[config.mk]
export PLATFORM = sky130hd
export DESIGN_NAME = hazard_unit_param
export DESIGN_NICKNAME = d
export VERILOG_FILES = /design/src/rtl/hazard_unit_param.sv
export SDC_FILE = /design/constraint.sdc
export NUM_CORES = 1
export LEC_CHECK = 0
export CELL_PAD_IN_SITES_DETAIL_PLACEMENT = 0
export CELL_PAD_IN_SITES_GLOBAL_PLACEMENT = 2
export CORE_MARGIN = 2
export CORE_UTILIZATION = 19
export CTS_CLUSTER_DIAMETER = 60
export CTS_CLUSTER_SIZE = 28
export DETAILED_ROUTE_END_ITERATION = 16
export PLACE_DENSITY_LB_ADDON = 0.1
export SLEW_MARGIN = 10
export SYNTH_ARGS = -nofsm -noshare
export SYNTH_HDL_FRONTEND = slang
export SYNTH_SLANG_ARGS = --single-unit
[constraint.sdc]
create_clock -name clk -period 5.94 [get_ports clk]
set_input_delay 1.485 -clock clk [delete_from_list [all_inputs] [get_ports clk]]
set_output_delay 1.485 -clock clk [all_outputs]
set_load 0.05 [all_outputs]
[src/rtl/hazard_unit_param.sv]
// Pipeline hazard unit: load-use stall with configurable latency, registered branch flush of
// configurable depth, and EX-stage operand forwarding selects from MEM and WB.
module hazard_unit_param #(
  parameter int unsigned REG_AW       = 5,
  parameter int unsigned LOAD_LATENCY = 1,
  parameter int unsigned FLUSH_DEPTH  = 1,
  parameter int unsigned ZERO_REG     = 1
) (
  input  logic              clk,
  input  logic              rst,
  input  logic              branch_taken,
  input  logic [REG_AW-1:0] id_rs,
  input  logic [REG_AW-1:0] id_rt,
  input  logic              id_uses_rt,
  input  logic              ex_mem_read,
  input  logic [REG_AW-1:0] ex_rd,
  input  logic [REG_AW-1:0] ex_rs,
  input  logic [REG_AW-1:0] ex_rt,
  input  logic              mem_reg_write,
  input  logic [REG_AW-1:0] mem_rd,
  input  logic              wb_reg_write,
  input  logic [REG_AW-1:0] wb_rd,
  output logic              stall,
  output logic              flush,
  output logic [1:0]        forward_a,
  output logic [1:0]        forward_b
);

  localparam logic [3:0] StallReload = 4'(LOAD_LATENCY - 1);
  localparam logic [2:0] FlushReload = 3'(FLUSH_DEPTH);

  function automatic logic reg_match(input logic [REG_AW-1:0] x, input logic [REG_AW-1:0] y);
    return (x == y) && !((ZERO_REG != 0) && (x == '0));
  endfunction

  function automatic logic [1:0] fwd_sel(input logic              mem_w,
                                         input logic [REG_AW-1:0] mem_r,
                                         input logic              wb_w,
                                         input logic [REG_AW-1:0] wb_r,
                                         input logic [REG_AW-1:0] src);
    if (mem_w && reg_match(mem_r, src)) begin
      return 2'b01;
    end else if (wb_w && reg_match(wb_r, src)) begin
      return 2'b10;
    end
    return 2'b00;
  endfunction

  logic       hz;
  logic [3:0] scnt_q, scnt_d;
  logic [2:0] fcnt_q, fcnt_d;
  logic       flush_q, flush_d;

  always_comb begin
    hz = ex_mem_read && (reg_match(ex_rd, id_rs) || (id_uses_rt && reg_match(ex_rd, id_rt)));
  end

  // Flush window: a new branch reloads the full depth rather than stacking.
  always_comb begin
    fcnt_d  = '0;
    flush_d = 1'b0;
    if (branch_taken) begin
      fcnt_d  = FlushReload;
      flush_d = 1'b1;
    end else if (fcnt_q > 3'd1) begin
      fcnt_d  = fcnt_q - 3'd1;
      flush_d = 1'b1;
    end
  end

  // The first stall cycle comes from hz directly, so the counter covers the remaining ones.
  always_comb begin
    scnt_d = '0;
    if (flush_q) begin
      scnt_d = '0;
    end else if (scnt_q != '0) begin
      scnt_d = scnt_q - 4'd1;
    end else if (hz) begin
      scnt_d = StallReload;
    end
  end

  always_ff @(posedge clk) begin
    if (rst) begin
      scnt_q  <= '0;
      fcnt_q  <= '0;
      flush_q <= 1'b0;
    end else begin
      scnt_q  <= scnt_d;
      fcnt_q  <= fcnt_d;
      flush_q <= flush_d;
    end
  end

  always_comb begin
    stall     = !rst && !flush_q && (hz || (scnt_q != '0));
    flush     = flush_q;
    forward_a = fwd_sel(mem_reg_write, mem_rd, wb_reg_write, wb_rd, ex_rs);
    forward_b = fwd_sel(mem_reg_write, mem_rd, wb_reg_write, wb_rd, ex_rt);
  end

endmodule

# After elaboration in Yosys (flattened, before gate mapping)
# Cells that the tools add are included.
[word_totals]
ff_bits = 8
output_inout_bits = 6
wordCells = 56
[op_classes]
addsub = 2
n_lt_le_gt_ge = 1
n_eq_ne = 6
n_mux = 14
bitwise = 2
n_reduce_logical = 27
[ops]
columns = ["op", "n"]
rows = [
  ["$eq A5 B5 Y1", 6],
  ["$logic_not A5 Y1", 3],
  ["$logic_and A1 B1 Y1", 14],
  ["$mux W2", 6],
  ["$mux W1", 8],
  ["$reduce_or A3 Y1", 2],
  ["$logic_not A1 Y1", 5],
  ["$reduce_bool A4 Y1", 1],
  ["$sub A4 B1 Y4 const B", 1],
  ["$gt A3 B1 Y1 const B", 1],
  ["$sub A3 B1 Y3 const B", 1],
  ["$logic_or A1 B1 Y1", 2],
  ["$not A1 Y1", 2],
]

# Longest topological paths before layout
# Gate-level depths: netlist (run 1).
[depth]
word_depth = 8
depth_mapped = 6

# Worst setup path after synthesis (run 1)
# No wires, ideal clock.
[synth_timing]
path_type = "in2out"
startpoint = "input mem_rd[4]"
endpoint = "output forward_a[1]"
arrival_time_ns = 3.850
required_time_ns = 4.455
path_slack_ns = 0.605
stages = 4
cell_sequence = "xnor2_1 nand3_1 nor4_1 nor4_2"
[synth_between]
elab_chain_cells = 6
elab_cells_between_ends = 8
cone_classes = "eq/ne: 1; mux: 3; reduce/logical: 4"
[synth_rtl]
columns = ["element", "line", "text"]
rows = [
  ["start, declared", "20", "input logic [REG_AW-1:0] mem_rd,"],
  ["$logic_not A5 Y1", "33", "return (x == y) && !((ZERO_REG != 0) && (x == '0));"],
  ["$logic_not A1 Y1", "33", ""],
  ["$logic_and A1 B1 Y1 *", "33", ""],
  ["$logic_and A1 B1 Y1 *", "41", "if (mem_w && reg_match(mem_r, src)) begin"],
  ["$mux W2 / $mux W1 (equally long branches)", "41", ""],
  ["$mux W2 *", "46", "return 2'b00;"],
  ["end, declared", "25", "output logic [1:0] forward_a,"],
]
# Every way passes the cells marked *; elsewhere a longest branch is shown, timed or not.

# Final worst setup path (run 1)
[layout_timing]
startpoint = "input mem_rd[2]"
endpoint = "output forward_b[1]"
[layout_between]
elab_chain_cells = 6
elab_cells_between_ends = 8
cone_classes = "eq/ne: 1; mux: 3; reduce/logical: 4"
[layout_rtl]
columns = ["element", "line", "text"]
rows = [
  ["$logic_not A5 Y1", "33", ""],
  ["$logic_not A1 Y1", "33", ""],
  ["$logic_and A1 B1 Y1 *", "33", ""],
  ["$logic_and A1 B1 Y1 *", "41", ""],
  ["$mux W2 / $mux W1 (equally long branches)", "41", ""],
  ["$mux W2 *", "46", ""],
  ["end, declared", "26", "output logic [1:0] forward_b"],
]
# Marked as above.

==> results of run 1 <==
-- metal layers --
metal  GRT usage [%]  part of all wire [%]  wire (um)
met1           10.65                    35        752
met2           20.41                    55       1160
met3           4.281                   9.0        191
met4           2.865                  0.66         14
met5               0                     0          0
-- per-stage QoR --
stage	utilization, %	setup WS, ns	instance area (um^2)
global route	35.24	0.4527	1290
finish	35.24	0.6016	1290
floorplan	-	0.6055	718.2
detailed placement	34.11	0.5762	1249
global placement	34.11	0.6049	1249
CTS	35.24	0.5769	1290
-- worst max-delay path, stage by stage --
cell	delay [ns]
clkdlybuf4s50_1	0.46
or4_1	0.55
o21ai_2	0.15
nor4_1	0.10
nor4_2	0.27
clkdlybuf4s50_1	0.84
-- worst paths after layout --
check                      end  slack [ns]
setup / recovery  forward_b[1]        0.60
hold / removal       scnt_q[0]        0.44
setup reg to reg     fcnt_q[2]        4.61
hold reg to reg      scnt_q[0]        0.44
-- layout make-up --
| class | count | area, um^2 | share of cell area [%] |
|---|---|---|---|
| Clock buffer | 3 | 41.29 | 3.201 |
| Inverter | 5 | 18.77 | 1.455 |
| Multi-Input combinational cell | 71 | 539.3 | 41.80 |
| Sequential cell | 8 | 160.2 | 12.42 |
| Tap cell | 48 | 60.06 | 4.656 |
| Timing Repair Buffer | 47 | 470.5 | 36.47 |
-- power by group through the flow --
stage	clock [mW]	sequential [mW]	combinational (mW)
2_1_floorplan	0	0.0601	0.0276
3_3_place_gp	0	0.0581	0.0711
3_5_place_dp	0	0.0583	0.0708
4_1_cts	0.0662	0.0574	0.0714
5_1_grt	0.0696	0.0577	0.0769
6_report	0.0630	0.0575	0.0703
-- layout by cell type (no fill, tap or decap) --
cell type | Yosys | layout
xor2_1 | 14 | 14
a21boi_0 | 1 | 1
nand2_1 | 2 | 2
nand2b_1 | 2 | 2
nor3_1 | 1 | 1
nand3_1 | 3 | 3
nor4_2 | 2 | 2
inv_1 | 5 | 5
xnor2_1 | 18 | 18
or4_1 | 5 | 5
or3_1 | 1 | 1
o21ai_0 | 2 | 2
clkbuf_8 | 0 | 3
nor4_1 | 2 | 2
o22a_1 | 1 | 1
clkdlybuf4s50_1 | 0 | 47
nor2_1 | 7 | 7
o21ai_2 | 1 | 1
o21ba_2 | 1 | 1
a21oi_1 | 2 | 2
dfxtp_1 | 8 | 8
nand4_1 | 1 | 1
o211ai_1 | 1 | 1
ha_1 | 3 | 3
o21ai_1 | 1 | 1
-- logic make-up (layout without fill, tap and decap cells) --
family / Yosys count / after routing
adder cells (fa/ha/maj): 3 / 3
AND/OR/NAND/NOR: 26 / 26
buffers and inverters: 5 / 55
flip-flops: 8 / 8
AO/OA/AOI/OAI: 10 / 10
XOR/XNOR: 32 / 32
-- registers in the layout (all words and copies together) (netlist names) --
signal  cells
scnt_q      4
fcnt_q      3
flush       1
-- cell usage after synthesis (2+ instances only) --
library cell   n  area [um^2]
nor4_2         2        25.02
xnor2_1       18        157.7
ha_1           3        37.54
or4_1          5        37.54
inv_1          5        18.77
nor4_1         2        12.51
a21oi_1        2        10.01
o21ai_0        2        10.01
nand2b_1       2        12.51
nor2_1         7        26.28
nand2_1        2        7.510
xor2_1        14        122.6
dfxtp_1        8        160.2
nand3_1        3        15.01
==> reports/metrics.cfg, run 1 <==
[worst_setup_path]
end_kind=primary output
critPathKind=input port to primary output
cp.required_ns=4.45
cp_max_fo=3
cp.arrival_ns=3.85
ff2ff_path_depth=6
worstReg2RegStart=fcnt_q[1]
critPathLaunch=mem_rd[2]
start_kind=input port

[timing]
period_minus_slack_ns=5.338
slew_headroom_pct=62.98
finalHoldViolCount=0
rsz0062_at_grt=false
whs_ns=0.4440
fin_skew_ns=0.0004876
finalSetupViolations=0
worstMarginPinSlew_ns=0.5495
layout_worst_path_cycle_share_pct=89.87
max_freq_mhz=187.3
drv_slew=0
setup_tns_ns=0

[pwr]
p_leak_nw=0.4551
netSwitchingPower_mw=0.04879
power_frac_seq_pct=30.1
p_per_area_mw_per_mm2=147.9
worst_ir_drop_vdd_mv=0.1353
total_power_mw=0.1908
power_switching_share_pct=25.57
p_clk_share_pct=33.0
combPwrFrac_pct=36.8
intPower_mw=0.1420

[clock_tree]
numCtsBuffers=3
insertion_delay_ns=0.22
cts_tree=yes
path_clk_slew_ns=0.04
htreeDepth=1
hold_buffers=0
cts-root-buf=clkbuf_8
clock_sinks=8
post_cts_buffers=0
ctsResizeCount=0
clockBufferDepth=2

[logic_synthesis]
avgSynthCellArea_um2=8.550
synth_enable_flop_cells=0
synth_top_family_by_area=XOR/XNOR gates
synth.net_count=129
synth_cell_type_count=23
yosys.area_share.adder_pct=5.226
ys_ff_latch=8
synth_area_um2=718.2
ys_seq_area_share_pct=22.30
synth_ff_type=dfxtp_1
yosysWarningCount=0
synth_mux_area_share_pct=0
synth-xor-area-share_pct=39.02
synth_async_sr_flop_share_pct=0
synth_compound_area_share_pct=9.408
yosys.area_share.simple_pct=21.43
syn_inst=84

[floorplan]
start_util_pct=19.62
row_count=22
design.core.area_mm2=0.003661
dieArea_mm2=0.004288
die_w_um=65.48
dieHeight_um=65.48
ioPinCount=48

[placement]
dp_hpwl_mm=1.886
dp_cells=179
port_buffers=47
place.gp.congestion=0.6764

[detailed_routing]
drt-total-wl_mm=2.119
firstDrtPassIters=3
drtIter0Drc=12
routedWlPerCell_um=11.64
drc=0
drtAntennaViolNets=0
viasPerCell=4.192
num_vias=763

[finish]
antennaDiodeCount=0
area_growth_pct=79.62
finalNonFillerCells=182
drive_gt1_share_pct=5.224
final_nets=181
fill_cells=394

[outcome]
status=finished clean

[global_route]
grt_pass1_wl_mm=3.512
grt_util_all_layers_pct=10.71
antenna_found_initial=0
grt_max_degree=6
grt_overflow=0
grt_pass1_vias=833

[worst_hold_path]
hold_path_depth=1
hp-start=scnt_q[0]
hp-class=flop to flop

[job]
cap_viol_max_count=0

(Power assumes the default switching activity.)
==> run 2, diff against run 1 <==
SLEW_MARGIN = 20   (was 10)
==> results of run 2 <==
The final DEF is identical to that of run 1; final timing and power are the same.
==> edit 1 (config.mk and constraints of run 1) <==
Set the parameter `REG_AW` to 6 (it was 5).
--- a/src/rtl/hazard_unit_param.sv
+++ b/src/rtl/hazard_unit_param.sv
@@ -1,7 +1,7 @@
 // Pipeline hazard unit: load-use stall with configurable latency, registered branch flush of
 // configurable depth, and EX-stage operand forwarding selects from MEM and WB.
 module hazard_unit_param #(
-  parameter int unsigned REG_AW       = 5,
+  parameter int unsigned REG_AW       = 6,
   parameter int unsigned LOAD_LATENCY = 1,
   parameter int unsigned FLUSH_DEPTH  = 1,
   parameter int unsigned ZERO_REG     = 1
Ports: changed (7 resized); port bits go from 48 to 55. The function was not compared with the original's and may differ.
==> edit 1 against run 1 <==
- synthesized area up 7.0%
- cell area up 9.5%
- sequential cell count unchanged
- sequential share of layout area down 1.1 points
- via count up 6.7%
- worst setup slack worse by 0.050 ns
- critical path depth unchanged
- clock power up 2%
- total power up 3.3%
- die area up 6.5%
- wire length up 6.7%
- non-clock buffer count up 7
- highest routed layer unchanged
==> edit 1: results (changes against run 1) <==
metric	value	unit	change
status	finished clean		unchanged
regMostFlops	scnt_q		unchanged
use_met1	0.107		was 0.106
p_switching	50.4	uW	was 48.8 uW
holdPathStages	1		unchanged
grt_usage	0.0984		was 0.107
first_iter_violations	16		was 12
wl_met2	1220	um	was 1160 um
first_global_vias	776		was 833
finClkSkew	0.00374	ns	was 0.000488 ns
dp_slack	0.523	ns	was 0.576 ns
fill_cells	416		was 394
hold_path_end	scnt_q[0]$_SDFF_PP0_		unchanged
grt_use_met2	0.183		was 0.204
place.gp.congestion	0.714		was 0.676
synthAdderAreaFrac	0.0489		was 0.0523
vdd_drop_max	0.158	mV	was 0.135 mV
synth-xor-area-share	0.433		was 0.390
synthCells	92		was 84
powerClk	64.2	uW	was 63.0 uW
arrival	3.90	ns	was 3.85 ns
r2r_start	scnt_q[0]$_SDFF_PP0_		was fcnt_q[1]$_SDFF_PP0_
clkPwrFrac	0.326		was 0.330
place_area	0.00137	sq mm	was 0.00125 sq mm
synth_cell_types	19		was 23
dr_wl_met3	152	um	was 191 um
r2r_slack	4.68	ns	was 4.61 ns
finalNonFillerCells	199		was 182
numPortBuffers	54		was 47
cp_slowest_stage_delay	0.83	ns	
synth.area.top_cells	xnor2_1, dfxtp_1, xor2_1		was dfxtp_1, xnor2_1, xor2_1
gr-usage-met3	0.0317		was 0.0428
synth-compound-area-share	0.0798		was 0.0941
dpl.hpwl	2060	um	was 1890 um
rr_worst_depth	5		was 6
vias	814		was 763
cts.clk_slew.worst_paths	0.04	ns	about the same
routedWlPerCell	11.4	um	was 11.6 um
pg_comb	76.0	uW	was 70.3 uW
period_share	0.907		was 0.899
rr_endpoint	scnt_q[3]$_SDFF_PP0_		was fcnt_q[2]$_SDFF_PP0_
dr.pass1.iters	4		was 3
antenna_found_initial	0		unchanged
grt_pass1_wl	3340	um	was 3510 um
post-cts-setup-buffers	0		unchanged
drive_gt1_frac	0.0268		was 0.0522
synthTopCellsByCount	xnor2_1, xor2_1, dfxtp_1, nor2_1		was xnor2_1, xor2_1, dfxtp_1
hold_ws	0.435	ns	was 0.444 ns
ys_seq_area_frac	0.208		was 0.223
drt-met1-wl	873	um	was 752 um
cts_buffers	3		unchanged
leakage	0.497	nW	was 0.455 nW
synth_nets	144		was 129
crit_start	mem_rd[0]		was mem_rd[2]
slew_headroom	0.633		was 0.630
## edit 1: cell types whose count changed after synthesis, sizes merged, moves of 2 or more
cell | run 1 | this run
nor3 | 1 | 4
o21ai | 4 | 2
xor2 | 14 | 17
o31ai | 0 | 2
nand4 | 1 | 4
nand2 | 2 | 0
or4 | 5 | 3
xnor2 | 18 | 21
## edit 1: area by class of cell
class	instances	area, sq um	area share
Clock buffer	3	41.3	0.0292
Inverter	5	18.8	0.0133
Multi-Input combinational cell	79	589	0.417
Sequential cell	8	160	0.113
Tap cell	50	62.6	0.0443
Timing Repair Buffer	54	541	0.383
## edit 1: cell families after synthesis
kind of cell    count (synthesis)
fa+ha+maj                       3
compound gates                  9
flops                           8
xor+xnor                       38
buf+inv                         5
simple gates                   29
## edit 1: worst max-delay path, delay by kind of cell
family | cells | cell delay (ns)
simple gates | 3 | 0.89
buf+inv | 2 | 1.29
compound gates | 1 | 0.23
==> edit 2 (flow settings as in run 1) <==
Made on the original files. Make the reset (`rst`) asynchronous in one clocked block.
--- a/src/rtl/hazard_unit_param.sv
+++ b/src/rtl/hazard_unit_param.sv
@@ -80,7 +80,7 @@
     end
   end
 
-  always_ff @(posedge clk) begin
+  always_ff @(posedge clk or posedge rst) begin
     if (rst) begin
       scnt_q  <= '0;
       fcnt_q  <= '0;
Behaviour: differs if rst is asserted again (counterexample within 4 cycles, from zero or initial values and one cycle with rst high); with rst held inactive, the same outputs for 10 cycles.
==> edit 2 against run 1 <==
- cell area grew 5.3%
- synthesized cell count grew 4.8%
- register-to-register slack gained 0.19 ns
- sequential share of layout area grew 2.3 points
- total power grew 0.98%
- via count grew 5.8%
- worst setup slack lost 0.065 ns
- synthesized area grew 9.2%
- sequential cell count is the same
- wire length grew 4.9%
- core utilization shrank 1.3 points
- die area grew 8.7%
- global-route usage shrank 0.70 points
==> edit 2: results (changes against run 1) <==
metric	value	unit	change
drive_gt1_frac	0.0435		was 0.0522
finClkSkew	0.00296	ns	was 0.000488 ns
first_global_vias	791		was 833
synth_cell_types	24		was 23
vias	807		was 763
largest_reg_flops	4		unchanged
synth_mux_area_frac	0		unchanged
synthArstFlopShare	1.00		was 0
cts_buffers	3		unchanged
grt_max_degree	9		was 6
drt-met1-wl	1070	um	was 752 um
cts_resized	0		unchanged
place.gp.congestion	0.744		was 0.676
hold_path_class	flop to flop		unchanged
ys_seq_area_frac	0.255		was 0.223
powerClk	61.7	uW	was 63.0 uW
numPortBuffers	47		unchanged
power-per-cell-area	142	mW/mm^2	was 148 mW/mm^2
pg_comb	72.3	uW	was 70.3 uW
cp_top_family	buffers and inverters		unchanged
fill_cells	418		was 394
drt-total-wl	2220	um	was 2120 um
routedWlPerCell	11.8	um	was 11.6 um
dr.pass1.iters	3		unchanged
clock_latency	0.22	ns	about the same
dp_cells	185		was 179
synth-xor-area-share	0.346		was 0.390
first_iter_violations	28		was 12
grt_use_met2	0.155		was 0.204
place_area	0.00132	sq mm	was 0.00125 sq mm
p_switching	49.6	uW	was 48.8 uW
slew_headroom	0.655		was 0.630
synth_nets	134		was 129
arrival	3.92	ns	was 3.85 ns
htreeDepth	1		unchanged
status	finished clean		unchanged
cts-root-buf	clkbuf_8		unchanged
regMostFlops	scnt_q		unchanged
synth-compound-area-share	0.0877		was 0.0941
gr-usage-met3	0.0230		was 0.0428
grt_pass1_wl	3570	um	was 3510 um
vdd_drop_max	0.137	mV	was 0.135 mV
grt_usage	0.100		was 0.107
use_met1	0.137		was 0.106
top_layer_used	met4		unchanged
synthTopCellsByCount	xnor2_1, xor2_1, dfrtp_1		was xnor2_1, xor2_1, dfxtp_1
wl_met2	1010	um	was 1160 um
synth.area.top_cells	dfrtp_1, xnor2_1, xor2_1		was dfxtp_1, xnor2_1, xor2_1
synthFlopType	dfrtp_1		was dfxtp_1
dp_slack	0.536	ns	was 0.576 ns
dr_wl_met3	134	um	was 191 um
synthCells	88		was 84
synthAdderAreaFrac	0.0638		was 0.0523
dpl.hpwl	1940	um	was 1890 um
leakage	0.521	nW	was 0.455 nW
## edit 2: path summary, 6_finish.rpt
path | from | end | slack [ns] | depth (start not counted)
setup reg to reg | fcnt_q[1]$_DFF_PP0_ | flush$_DFF_PP0_ | 4.80 | 4
setup / recovery | mem_rd[4] | forward_a[1] | 0.54 | 6
min in group asynchronous | rst | scnt_q[3]$_DFF_PP0_ | 1.54 | 2
hold / removal | scnt_q[0]$_DFF_PP0_ | scnt_q[0]$_DFF_PP0_ | 0.46 | 1
max in group asynchronous | rst | scnt_q[1]$_DFF_PP0_ | 4.17 | 2
hold reg to reg | scnt_q[0]$_DFF_PP0_ | scnt_q[0]$_DFF_PP0_ | 0.46 | 1
## edit 2: area by class of cell
cell class	instances	area [sq um]	area share
multi-input cells	75	566	0.416
repair buffers	47	470	0.346
flip-flops and latches	8	200	0.147
well taps	50	62.6	0.0460
clock buffers	3	41.3	0.0304
inverters	5	18.8	0.0138
